File: config.mk
export PLATFORM = sky130hd
export DESIGN_NAME = chan_seq_mux
export DESIGN_NICKNAME = d
export VERILOG_FILES = /design/src/rtl/chseq_pkg.sv /design/src/rtl/chan_mux.sv /design/src/rtl/chan_seq_mux.sv
export SDC_FILE = /design/constraint.sdc
export NUM_CORES = 1
export LEC_CHECK = 0
export ABC_AREA = 1
export BUFFER_PORTS_ARGS = -buffer_cell sky130_fd_sc_hd__buf_4
export CORE_ASPECT_RATIO = 1.5
export CORE_MARGIN = 2
export CORE_UTILIZATION = 50
export DETAILED_ROUTE_END_ITERATION = 8
export GPL_ROUTABILITY_DRIVEN = 0
export PLACE_DENSITY = 0.87
export SKIP_LAST_GASP = 1
export SLEW_MARGIN = 20
export SYNTH_ARGS = -nofsm -noshare
export SYNTH_HDL_FRONTEND = slang
export SYNTH_SLANG_ARGS = --single-unit
File: constraint.sdc
create_clock -name clk -period 4.42 [get_ports clk]
set_clock_uncertainty 0.1 [all_clocks]
set_input_delay 0.884 -clock clk [delete_from_list [all_inputs] [get_ports clk]]
set_output_delay 0.884 -clock clk [all_outputs]
set_load 0.005 [all_outputs]
File: src/rtl/chseq_pkg.sv
// Shared types and default sizes for the channel sequencer/mux.
package chseq_pkg;

  typedef enum logic {
    MODE_DIRECT = 1'b0,
    MODE_SERIAL = 1'b1
  } chseq_mode_e;

  typedef enum logic {
    ST_IDLE,
    ST_EMIT
  } chseq_state_e;

  localparam int CHSEQ_WIDTH  = 8;
  localparam int CHSEQ_NUM_CH = 3;

endpackage

File: src/rtl/chan_mux.sv
// Combinational NUM_CH:1 channel mux; out-of-range select yields zero,
// matching the legacy fixed-width pixel muxes it replaces.
module chan_mux #(
  parameter int WIDTH  = 8,
  parameter int NUM_CH = 3,
  parameter int SEL_W  = $clog2(NUM_CH)
) (
  input  logic [NUM_CH*WIDTH-1:0] i_word,
  input  logic [SEL_W-1:0]        i_sel,
  output logic [WIDTH-1:0]        o_data
);

  // Pick channel i_sel, zero when no channel matches.
  always_comb begin
    o_data = '0;
    for (int k = 0; k < NUM_CH; k++) begin
      if (i_sel == SEL_W'(k)) o_data = i_word[k*WIDTH +: WIDTH];
    end
  end

endmodule

File: src/rtl/chan_seq_mux.sv
// Handshaked multi-channel pixel mux: captures one NUM_CH-channel word and
// emits either the selected channel (direct) or every channel in order
// (serialise). Optional macro CHSEQ_SEL_ERR_EN adds a sticky sel_err flag
// raised by a direct-mode accept with an out-of-range select.
module chan_seq_mux
  import chseq_pkg::*;
#(
  parameter int WIDTH  = CHSEQ_WIDTH,
  parameter int NUM_CH = CHSEQ_NUM_CH,
  parameter int SEL_W  = $clog2(NUM_CH)
) (
  input  logic                    clk,
  input  logic                    rst_n,
  input  logic                    in_valid,
  output logic                    in_ready,
  input  logic [NUM_CH*WIDTH-1:0] in_data,
  input  logic                    mode,
  input  logic [SEL_W-1:0]        sel,
`ifdef CHSEQ_SEL_ERR_EN
  output logic                    sel_err,
`endif
  output logic                    out_valid,
  input  logic                    out_ready,
  output logic [WIDTH-1:0]        out_data,
  output logic [SEL_W-1:0]        out_ch,
  output logic                    out_last
);

  localparam logic [SEL_W-1:0] LAST_CH = SEL_W'(NUM_CH - 1);

  chseq_state_e              r_state;
  chseq_mode_e               r_mode;
  logic [NUM_CH*WIDTH-1:0]   r_hold;
  logic                      r_out_valid;
  logic [WIDTH-1:0]          r_out_data;
  logic [SEL_W-1:0]          r_out_ch;
  logic                      r_out_last;

  chseq_state_e              w_state_nxt;
  logic                      w_out_valid_nxt;
  logic [SEL_W-1:0]          w_out_ch_nxt;
  logic                      w_out_last_nxt;
  logic                      w_load_data;
  logic [NUM_CH*WIDTH-1:0]   w_mux_word;
  logic [WIDTH-1:0]          w_mux_data;
  logic                      w_beat_take;
  logic                      w_accept;

  assign w_beat_take = r_out_valid && out_ready;
  // A pixel can enter while the previous pixel's final beat leaves: no bubble.
  assign in_ready    = (r_state == ST_IDLE) || (w_beat_take && r_out_last);
  assign w_accept    = in_valid && in_ready;

  // The first beat is muxed from the incoming word so it is ready one cycle
  // after accept; later beats come from the holding register.
  chan_mux #(
    .WIDTH  (WIDTH),
    .NUM_CH (NUM_CH),
    .SEL_W  (SEL_W)
  ) u_chan_mux (
    .i_word (w_mux_word),
    .i_sel  (w_out_ch_nxt),
    .o_data (w_mux_data)
  );

  // Next state and next output beat.
  always_comb begin
    w_state_nxt     = r_state;
    w_out_valid_nxt = r_out_valid;
    w_out_ch_nxt    = r_out_ch;
    w_out_last_nxt  = r_out_last;
    w_load_data     = 1'b0;
    w_mux_word      = r_hold;
    if (w_accept) begin
      w_state_nxt     = ST_EMIT;
      w_out_valid_nxt = 1'b1;
      w_load_data     = 1'b1;
      w_mux_word      = in_data;
      if (mode == MODE_SERIAL) begin
        w_out_ch_nxt   = '0;
        w_out_last_nxt = 1'b0;
      end else begin
        w_out_ch_nxt   = sel;
        w_out_last_nxt = 1'b1;
      end
    end else if (w_beat_take) begin
      if (r_out_last) begin
        w_state_nxt     = ST_IDLE;
        w_out_valid_nxt = 1'b0;
        if (r_mode == MODE_SERIAL) w_out_ch_nxt = '0;
      end else begin
        w_out_ch_nxt   = r_out_ch + SEL_W'(1);
        w_out_last_nxt = (w_out_ch_nxt == LAST_CH);
        w_load_data    = 1'b1;
      end
    end
  end

  // State, mode and registered output beat.
  always_ff @(posedge clk or negedge rst_n) begin
    if (!rst_n) begin
      r_state     <= ST_IDLE;
      r_mode      <= MODE_DIRECT;
      r_out_valid <= 1'b0;
      r_out_data  <= '0;
      r_out_ch    <= '0;
      r_out_last  <= 1'b0;
    end else begin
      r_state     <= w_state_nxt;
      r_out_valid <= w_out_valid_nxt;
      r_out_ch    <= w_out_ch_nxt;
      r_out_last  <= w_out_last_nxt;
      if (w_accept)    r_mode     <= chseq_mode_e'(mode);
      if (w_load_data) r_out_data <= w_mux_data;
    end
  end

  // Holding register for the captured pixel word.
  always_ff @(posedge clk) begin
    if (w_accept) r_hold <= in_data;
  end

`ifdef CHSEQ_SEL_ERR_EN
  logic r_sel_err;
  logic w_sel_oob;

  assign w_sel_oob = (int'(sel) >= NUM_CH);

  // Sticky flag for any direct-mode accept with an out-of-range select.
  always_ff @(posedge clk or negedge rst_n) begin
    if (!rst_n) r_sel_err <= 1'b0;
    else if (w_accept && (mode == MODE_DIRECT) && w_sel_oob) r_sel_err <= 1'b1;
  end

  assign sel_err = r_sel_err;
`endif

  assign out_valid = r_out_valid;
  assign out_data  = r_out_data;
  assign out_ch    = r_out_ch;
  assign out_last  = r_out_last;

endmodule
==> results of run 1 <==
[worst max-delay path: stages]
cell	delay [ns]
buf_4	0.12
nand2_1	0.07
nand2_2	0.15
buf_4	0.19
[Yosys cell counts, drive strengths merged]
cell and n:
a21oi 1, a31oi 1, buf 8, clkinv 1, dfrtp 13, dfxtp 24
ha 1, inv 9, nand2 95, nand3 28, nand4 9, nor2 26
o21ai 1, o21bai 1
[stage by stage]
step | hold WS [ns] | std cells | area (um^2)
floorplan | 0.316 | 218 | 1640
global placement | 0.338 | 293 | 1960
detailed placement | 0.339 | 293 | 1960
CTS | 0.324 | 301 | 2080
global route | 0.325 | 301 | 2080
finish | 0.327 | 301 | 2080
[power by group]
part           internal (mW)  switching [mW]  total, mW
Clock                  0.184           0.111      0.295
Sequential             0.506          0.0663      0.572
Combinational          0.252           0.401      0.652
Total                  0.941           0.578       1.52
[sequential cells by signal, summed over array words and instances, names as in the netlist]
signal and cells:
out_data 8, out_ch 2, out_last 1, r_hold 24
out_valid 1, r_mode 1
[cell type report]
cell class	count	area [um^2]	share of cell area (%)
Clock buffer	7	86.3	4.16
Clock inverter	1	30.0	1.45
Inverter	10	40.0	1.93
Multi-Input combinational cell	163	741	35.7
Sequential cell	37	806	38.8
Tap cell	40	50.0	2.41
Timing Repair Buffer	43	323	15.6
[per-layer routing]
metal	GRT usage (%)	wire length, um
met5	0	0
met4	13.8	129
met3	5.02	176
met2	38.6	1900
met1	21.8	1360
[logic make-up after synthesis]
logic type	after synthesis	share of synthesized area (%)
compound gates	4	2.14
flops	37	49.2
buf+inv	18	5.58
simple gates	158	42.3
fa+ha+maj	1	0.764
[final timing paths]
path | to | cells past startpoint | startpoint
min reg2reg | r_hold[22]$_DFF_P_ | 2 | r_hold[22]$_DFF_P_
min in group clk | r_hold[22]$_DFF_P_ | 2 | r_hold[22]$_DFF_P_
max in group asynchronous | out_data[0]$_DFFE_PN0P_ | 1 | rst_n
max | in_ready | 4 | out_ready
min | out_ch[1]$_DFF_PN0_ | 1 | rst_n
max reg2reg | out_data[7]$_DFFE_PN0P_ | 10 | out_last$_DFFE_PN0P_
==> results.yml, run 1 <==
drt:
  wl_per_cell_um: 11.8
  dr_total_vias: 1510
  drtIter0Drc: 42
  drc: 0
  via_per_inst: 5.02
  drt_wl_total_um: 3560
  ant_nets: 0
  dr.pass1.iters: 5
grt:
  grt_max_degree: 34
  antenna_found_initial: 0
  grt_pass1_vias: 1456
  grt_pass1_wl_um: 5940
  grt_usage_pct: 21.3
  grt.overflow.total: 0
clock_network:
  post_cts_resized: 0
  root_buffer: "clkbuf_8"
  cts-hold-fix-buffers: 0
  clock_latency_ns: 0.29
  clk_pin_slew_ns: 0.07
  cts_sinks: 37
  cts_tree: "done"
  clock_tree.buffer_depth: 2
  cts_setup_buffers: 0
  cts_max_level: 2
  cts-buffers-inserted: 5
pwr:
  p_leak_nw: 1.09
  vdd_ir_drop_max_v: 0.000387
  power.density_nw_per_um2: 732
  power_mw: 1.52
floorplan:
  dieHeight_um: 74.1
  die_w_um: 50.7
  die_area_um2: 3760
  io_pins: 44
  start_util_pct: 52.4
  core_um2: 3130
  rows: 25
finish:
  final_cell_mix: "89 x nand2_1, 43 x buf_4, 27 x nand3_1"
  final_common_cell: "nand2_1"
  layout-drive-gt1-share_pct: 23.8
  fill_cells: 281
  area_delta_synth_final_pct: 26.7
  post-route-util_pct: 66.4
  antenna_cells: 0
  nets: 292
logic_synthesis:
  yosys_warnings: 0
  synthDistinctLibCells: 22
  netlist.area_leader.share_pct: 29.3
  synth_area_leaders: "dfxtp_1 29%, nand2_1 20%, dfrtp_1 20%"
  yosysSeqAreaShare_pct: 49.2
  syn_area_um2: 1640
  syn-num-nets: 250
  yosys.area.top_type: "dfxtp_1"
  syn_avg_cell_area_um2: 7.51
  ys_ff_latch: 37
  synthCells: 218
worst_setup_path:
  end_kind: "output pin"
  cp-start-kind: "input port"
  cp_max_fo: 12
  arrival_ns: 1.42
  critPathKind: "input port to output pin"
  worst-r2r-setup-slack_ns: 2.45
  required_ns: 3.44
placement:
  dp_slack_ns: 1.88
  port_buffers: 43
  hpwl_um: 2660
timing:
  slew_headroom_pct: 74.1
  maxSlewViolCount: 0
  fin_setup_tns_ns: 0
  hold_viol_final: 0
  fin_crit_sh_pct: 54.3
  tightest_slew_ns: 0.389
  setup_slack_ns: 2.02
  fmax_mhz: 416
  rsz0062_at_grt: "false"
  period_minus_slack_ns: 2.40
  finalSetupViolations: 0
run:
  max-cap-violations: 0
run_status:
  status: "finished, final reports clean"
worst_hold_path:
  min_path_type: "input port to async pin"
No activity file was read; power rests on OpenSTA's default activity.
==> run 2: changes to the inputs <==
==> constraint.sdc (replaced) <==
create_clock -name clk -period 2.3 [get_ports clk]
set_clock_uncertainty 0.1 [all_clocks]
set_input_delay 0.46 -clock clk [delete_from_list [all_inputs] [get_ports clk]]
set_output_delay 0.46 -clock clk [all_outputs]
set_load 0.005 [all_outputs]
==> results.yml, run 2 (synthesis gave the netlist of run 1 again) <==
run_status:
  status: "finished, final reports clean"
worst_setup_path:
  cp_slowest_cell: "dfrtp_1"
  end_kind: "register"
  cp_num_cells: 10
  required_ns: 2.43
  cp-start-kind: "register"
  worst-r2r-setup-slack_ns: 0.44
  cp_common_cell: "nand2_1"
  critPathBufInv: 1
  crit_path_max_incr_delay_ns: 0.39
  cp_max_fo: 18
  cp_top_family: "simple AND/OR/NAND/NOR gates"
  arrival_ns: 1.99
  r2r-start: "out_last$_DFFE_PN0P_"
  r2r_cells: 10
  r2r-end: "out_data[5]$_DFFE_PN0P_"
  critPathKind: "register to register"
  crit_chain: "nand2_1, nand2_2, nand2_4, inv_2, nand2_1, nand2_1, nand3_1, nand2_1, nor2_1, nor2_1"
grt:
  grt_pass1_vias: 1400
  grt_usage_pct: 22.1
  grt_max_degree: 19
  antenna_found_initial: 0
  grt_pass1_wl_um: 6050
  grt.overflow.total: 0
drt:
  wl_per_cell_um: 12.4
  ant_nets: 0
  dr.pass1.iters: 5
  drtIter0Drc: 36
  drt_wl_total_um: 3750
  drc: 0
  dr_total_vias: 1524
  via_per_inst: 5.03
floorplan:
  start_util_pct: 52.4
  core_um2: 3130
  rows: 25
  io_pins: 44
  die_area_um2: 3760
  die_w_um: 50.7
  dieHeight_um: 74.1
timing:
  fmax_mhz: 537
  fin_crit_sh_pct: 81.0
  fin_setup_tns_ns: 0
  tightest_slew_ns: 0.294
  finalSetupViolations: 0
  rsz0062_at_grt: "false"
  slew_headroom_pct: 80.4
  hold_viol_final: 0
  period_minus_slack_ns: 1.86
  maxSlewViolCount: 0
clock_network:
  cts_setup_buffers: 0
  clk_pin_slew_ns: 0.08
  cts_tree: "done"
  clock_latency_ns: 0.29
  cts-buffers-inserted: 5
  cts-hold-fix-buffers: 1
  root_buffer: "clkbuf_8"
  cts_max_level: 2
  cts_sinks: 37
  post_cts_resized: 0
  clock_tree.buffer_depth: 2
pwr:
  power.density_nw_per_um2: 1420
  p_leak_nw: 1.10
  p_clk_share_pct: 19.6
  vdd_ir_drop_max_v: 0.000919
  p_seq_share_pct: 37.3
  power.internal_mw: 1.82
  netSwitchingFraction_pct: 38.7
  p_switching_mw: 1.15
  pwr-share-comb_pct: 43.1
placement:
  postPlaceCellArea_um2: 1970
  port_buffers: 43
  hpwl_um: 2730
finish:
  antenna_cells: 0
  post-route-util_pct: 67.0
  layout-drive-gt1-share_pct: 24.3
  final_common_cell: "nand2_1"
  largest_reg_flops: 24
  area_delta_synth_final_pct: 28.0
  largest-register: "r_hold"
  nets: 294
  final_cell_mix: "89 x nand2_1, 44 x buf_4, 27 x nand3_1"
  final_cell_area_um2: 2100
  fill_cells: 273
worst_hold_path:
  hp-start: "in_data[23]"
  min_path_type: "input port to register"
  hold_end: "r_hold[23]$_DFF_P_"
  holdPathStages: 3
run:
  max-cap-violations: 0
run 2: cell count changes in the layout (fill, tap and decap cells not counted):
cell           change
clkinvlp_4         +1
clkbuf_1           -1
dlygate4sd3_1      +1
buf_4              +1
run 2: power groups by stage:
stage / Combinational (mW) / Clock [mW] / Sequential (mW)
final: 1.28 / 0.581 / 1.11
after CTS: 1.28 / 0.586 / 1.11
after detailed placement: 1.27 / 0 / 1.12
after global routing: 1.44 / 0.618 / 1.14
after global placement: 1.23 / 0 / 1.11
after floorplan: 0.869 / 0 / 1.10
run 2: worst reg2reg max path: cells and delay by family (launching register included):
| family | cells | cell delay, ns |
|---|---|---|
| DFF | 1 | 0.39 |
| and+or+nand+nor | 9 | 1.01 |
| buffers and inverters | 1 | 0.29 |
run 2: layout make-up:
type | instances | area, um^2 | share of cell area, %
inverters | 10 | 40.0 | 1.91
flip-flops and latches | 37 | 806 | 38.4
clock buffers | 6 | 82.6 | 3.94
clock inverters | 2 | 37.5 | 1.79
well taps | 40 | 50.0 | 2.39
multi-input cells | 163 | 741 | 35.3
repair buffers | 45 | 340 | 16.2
run 2: per-stage QoR:
step           power (mW)  cells  setup WS [ns]  hold WS (ns)
2_1_floorplan        1.97    218          0.701        0.0644
3_3_place_gp         2.34    294          0.352         0.217
3_5_place_dp         2.38    294          0.314         0.220
4_1_cts              2.97    303          0.463         0.275
5_1_grt              3.20    303          0.274         0.283
6_report             2.97    303          0.436         0.280
run 2: worst max path at each step:
| stage | startpoint | to |
|---|---|---|
| global route | out_last$_DFFE_PN0P_ | out_data[4]$_DFFE_PN0P_ |
| finish | out_last$_DFFE_PN0P_ | out_data[5]$_DFFE_PN0P_ |
| global placement | out_ready | out_data[4]$_DFFE_PN0P_ |
| floorplan | in_valid | out_data[0]$_DFFE_PN0P_ |
| CTS | out_last$_DFFE_PN0P_ | out_data[2]$_DFFE_PN0P_ |
| detailed placement | out_ready | out_data[2]$_DFFE_PN0P_ |
run 2: metal layers:
layer	up-vias	GRT usage (%)	routed length (um)
met5	-	0	0
met4	0	18.0	181
met3	16	4.82	180
met2	54	36.7	1830
met1	675	24.1	1550
li1	779	-	-
==> run 3: changes to the inputs <==
--- a/config.mk
+++ b/config.mk
@@ -5,7 +5,7 @@
 export SDC_FILE = /design/constraint.sdc
 export NUM_CORES = 1
 export LEC_CHECK = 0
-export ABC_AREA = 1
+export ABC_AREA = 0
 export BUFFER_PORTS_ARGS = -buffer_cell sky130_fd_sc_hd__buf_4
 export CORE_ASPECT_RATIO = 1.5
 export CORE_MARGIN = 2
==> constraint.sdc (replaced) <==
create_clock -name clk -period 1.9 [get_ports clk]
set_clock_uncertainty 0.1 [all_clocks]
set_input_delay 0.38 -clock clk [delete_from_list [all_inputs] [get_ports clk]]
set_output_delay 0.38 -clock clk [all_outputs]
set_load 0.005 [all_outputs]
==> results.yml, run 3 <==
drt:
  drtIter0Drc: 57
  ant_nets: 0
  via_per_inst: 5.77
  wl_per_cell_um: 16.0
  dr.pass1.iters: 5
  dr_total_vias: 1523
  drc: 0
  drt_wl_total_um: 4220
grt:
  antenna_found_initial: 0
  grt_usage_pct: 22.0
  grt_pass1_wl_um: 6390
  grt_max_degree: 17
  grt.overflow.total: 0
  grt_pass1_vias: 1446
pwr:
  power_mw: 3.43
  power.density_nw_per_um2: 1460
  p_leak_nw: 1.04
  vdd_ir_drop_max_v: 0.000902
worst_setup_path:
  critPathKind: "register to register"
  cp_top_family: "compound AO/OA/AOI/OAI gates"
  cp-endpoint: "out_data[2]$_DFFE_PN0P_"
  cp_slowest_cell: "dfrtp_1"
  end_kind: "register"
  crit_chain: "inv_2, ha_4, nor4b_4, buf_4, o21ai_4, a221o_1, a41oi_2"
  cp_num_cells: 7
  r2r_cells: 7
  worst-r2r-setup-slack_ns: -0.04
  cp-start-kind: "register"
  r2r-start: "out_ch[1]$_DFF_PN0_"
  critPathBufInv: 2
  crit_path_max_incr_delay_ns: 0.40
  r2r-end: "out_data[2]$_DFFE_PN0P_"
  required_ns: 2.01
  arrival_ns: 2.05
  cp_max_fo: 5
  crit_start: "out_ch[1]$_DFF_PN0_"
logic_synthesis:
  synth_edf_count: 0
  syn_area_um2: 1710
  syn-num-nets: 191
  synth_area_leaders: "dfxtp_1 28%, dfrtp_1 19%, mux2_2 11%"
  async_flop_share_pct: 35.1
  yosysMostFrequentCell: "dfxtp_1"
  ys.flop_type: "dfxtp_1"
  synthCells: 159
  yosys_warnings: 0
  netlist.area_leader.share_pct: 28.2
  syn_avg_cell_area_um2: 10.7
  synthDistinctLibCells: 34
  yosys.area.top_type: "dfxtp_1"
  ys_ff_latch: 37
  ys_top_cells_by_count: "24 x dfxtp_1, 18 x nand2_1, 17 x mux2_2, 17 x nand3_1, 13 x dfrtp_1"
  yosysSeqAreaShare_pct: 47.2
finish:
  layout-drive-gt1-share_pct: 50.9
  largest_reg_flops: 24
  stdcell_count: 264
  final_cell_mix: "62 x buf_4, 24 x dfxtp_1, 18 x nand2_1"
  nets: 254
  antenna_cells: 0
  fill_cells: 244
  final_common_cell: "buf_4"
  area_delta_synth_final_pct: 37.9
  largest-register: "r_hold"
run:
  max-cap-violations: 0
floorplan:
  start_util_pct: 50.9
  rows: 26
  dieHeight_um: 75.6
  die_w_um: 51.7
  io_pins: 44
  die_area_um2: 3910
  core_um2: 3350
placement:
  port_buffers: 43
  placed_cells: 248
  hpwl_um: 2850
timing:
  fin_crit_sh_pct: 102
  rsz0062_at_grt: "true"
  period_minus_slack_ns: 1.94
  tightest_slew_ns: 0.281
  fmax_mhz: 515
  hold_viol_final: 0
  setup_slack_ns: -0.0432
  maxSlewViolCount: 0
  finalSetupViolations: 3
  slew_headroom_pct: 81.2
worst_hold_path:
  holdPathStages: 2
  min_path_type: "input port to register"
clock_network:
  clock_tree.buffer_depth: 2
  cts_max_level: 2
  root_buffer: "clkbuf_8"
  clk_pin_slew_ns: 0.06
  cts_sinks: 37
  cts_tree: "done"
  cts-buffers-inserted: 5
  clock_latency_ns: 0.28
run_status:
  status: "finished, violations left"
  violations: "setup timing"
## run 3: through the flow
stage	setup TNS (ns)	area [um^2]	hold slack, ns	setup WS, ns	util (%)
4_1_cts	0	2290	0.236	0.000253	68.3
3_5_place_dp	-0.0820	2110	0.135	-0.0224	62.9
6_report	-0.0728	2350	0.242	-0.0432	70.2
5_1_grt	-0.728	2350	0.244	-0.119	70.2
3_3_place_gp	-0.00177	2110	0.137	-0.00177	62.9
2_1_floorplan	0	1710	-0.0156	0.00145	-
## run 3: worst min path at each step
| stage | from | end | slack (ns) |
|---|---|---|---|
| 6_report | in_data[5] | r_hold[5]$_DFF_P_ | 0.24 |
| 5_1_grt | in_data[15] | r_hold[15]$_DFF_P_ | 0.24 |
| 4_1_cts | in_data[5] | r_hold[5]$_DFF_P_ | 0.24 |
| 3_5_place_dp | rst_n | out_data[2]$_DFFE_PN0P_ | 0.14 |
| 3_3_place_gp | rst_n | out_data[7]$_DFFE_PN0P_ | 0.14 |
| 2_1_floorplan | rst_n | out_ch[0]$_DFF_PN0_ | -0.02 |
## run 3: per-layer routing
metal / routed length, um / track usage, %
met1: 1670 / 25.2
met2: 2220 / 38.7
met3: 182 / 3.92
met4: 151 / 11.7
met5: 0 / 0
## run 3: report_power, final
part	switching (mW)	internal (mW)
Sequential	0.155	1.11
Clock	0.248	0.287
Combinational	0.776	0.856
## run 3: layout make-up
| type | instances | area [um^2] | share of cell area [%] |
|---|---|---|---|
| flip-flops and latches | 37 | 808 | 34.3 |
| multi-input cells | 109 | 876 | 37.2 |
| clock buffers | 7 | 86.3 | 3.67 |
| well taps | 42 | 52.6 | 2.23 |
| repair buffers | 65 | 515 | 21.9 |
| inverters | 4 | 15.0 | 0.638 |
## run 3: logic make-up (layout without fill, tap and decap cells)
family          Yosys count  in the layout  share of synthesized area, %
compound gates           26             27                          14.5
mux                      17             17                          11.2
buf+inv                  14             76                          7.33
simple gates             64             64                          19.0
fa+ha+maj                 1              1                         0.733
flops                    37             37                          47.2
## run 3: what timing repair did
action	4_1_cts	5_1_grt
hold buffers	1	0
hold endpoints to repair	13	0
endpoints found under the setup margin	5	8
setup buffers	3	4
pin swaps	7	8
gates cloned	1	0
gates resized for setup	9	6
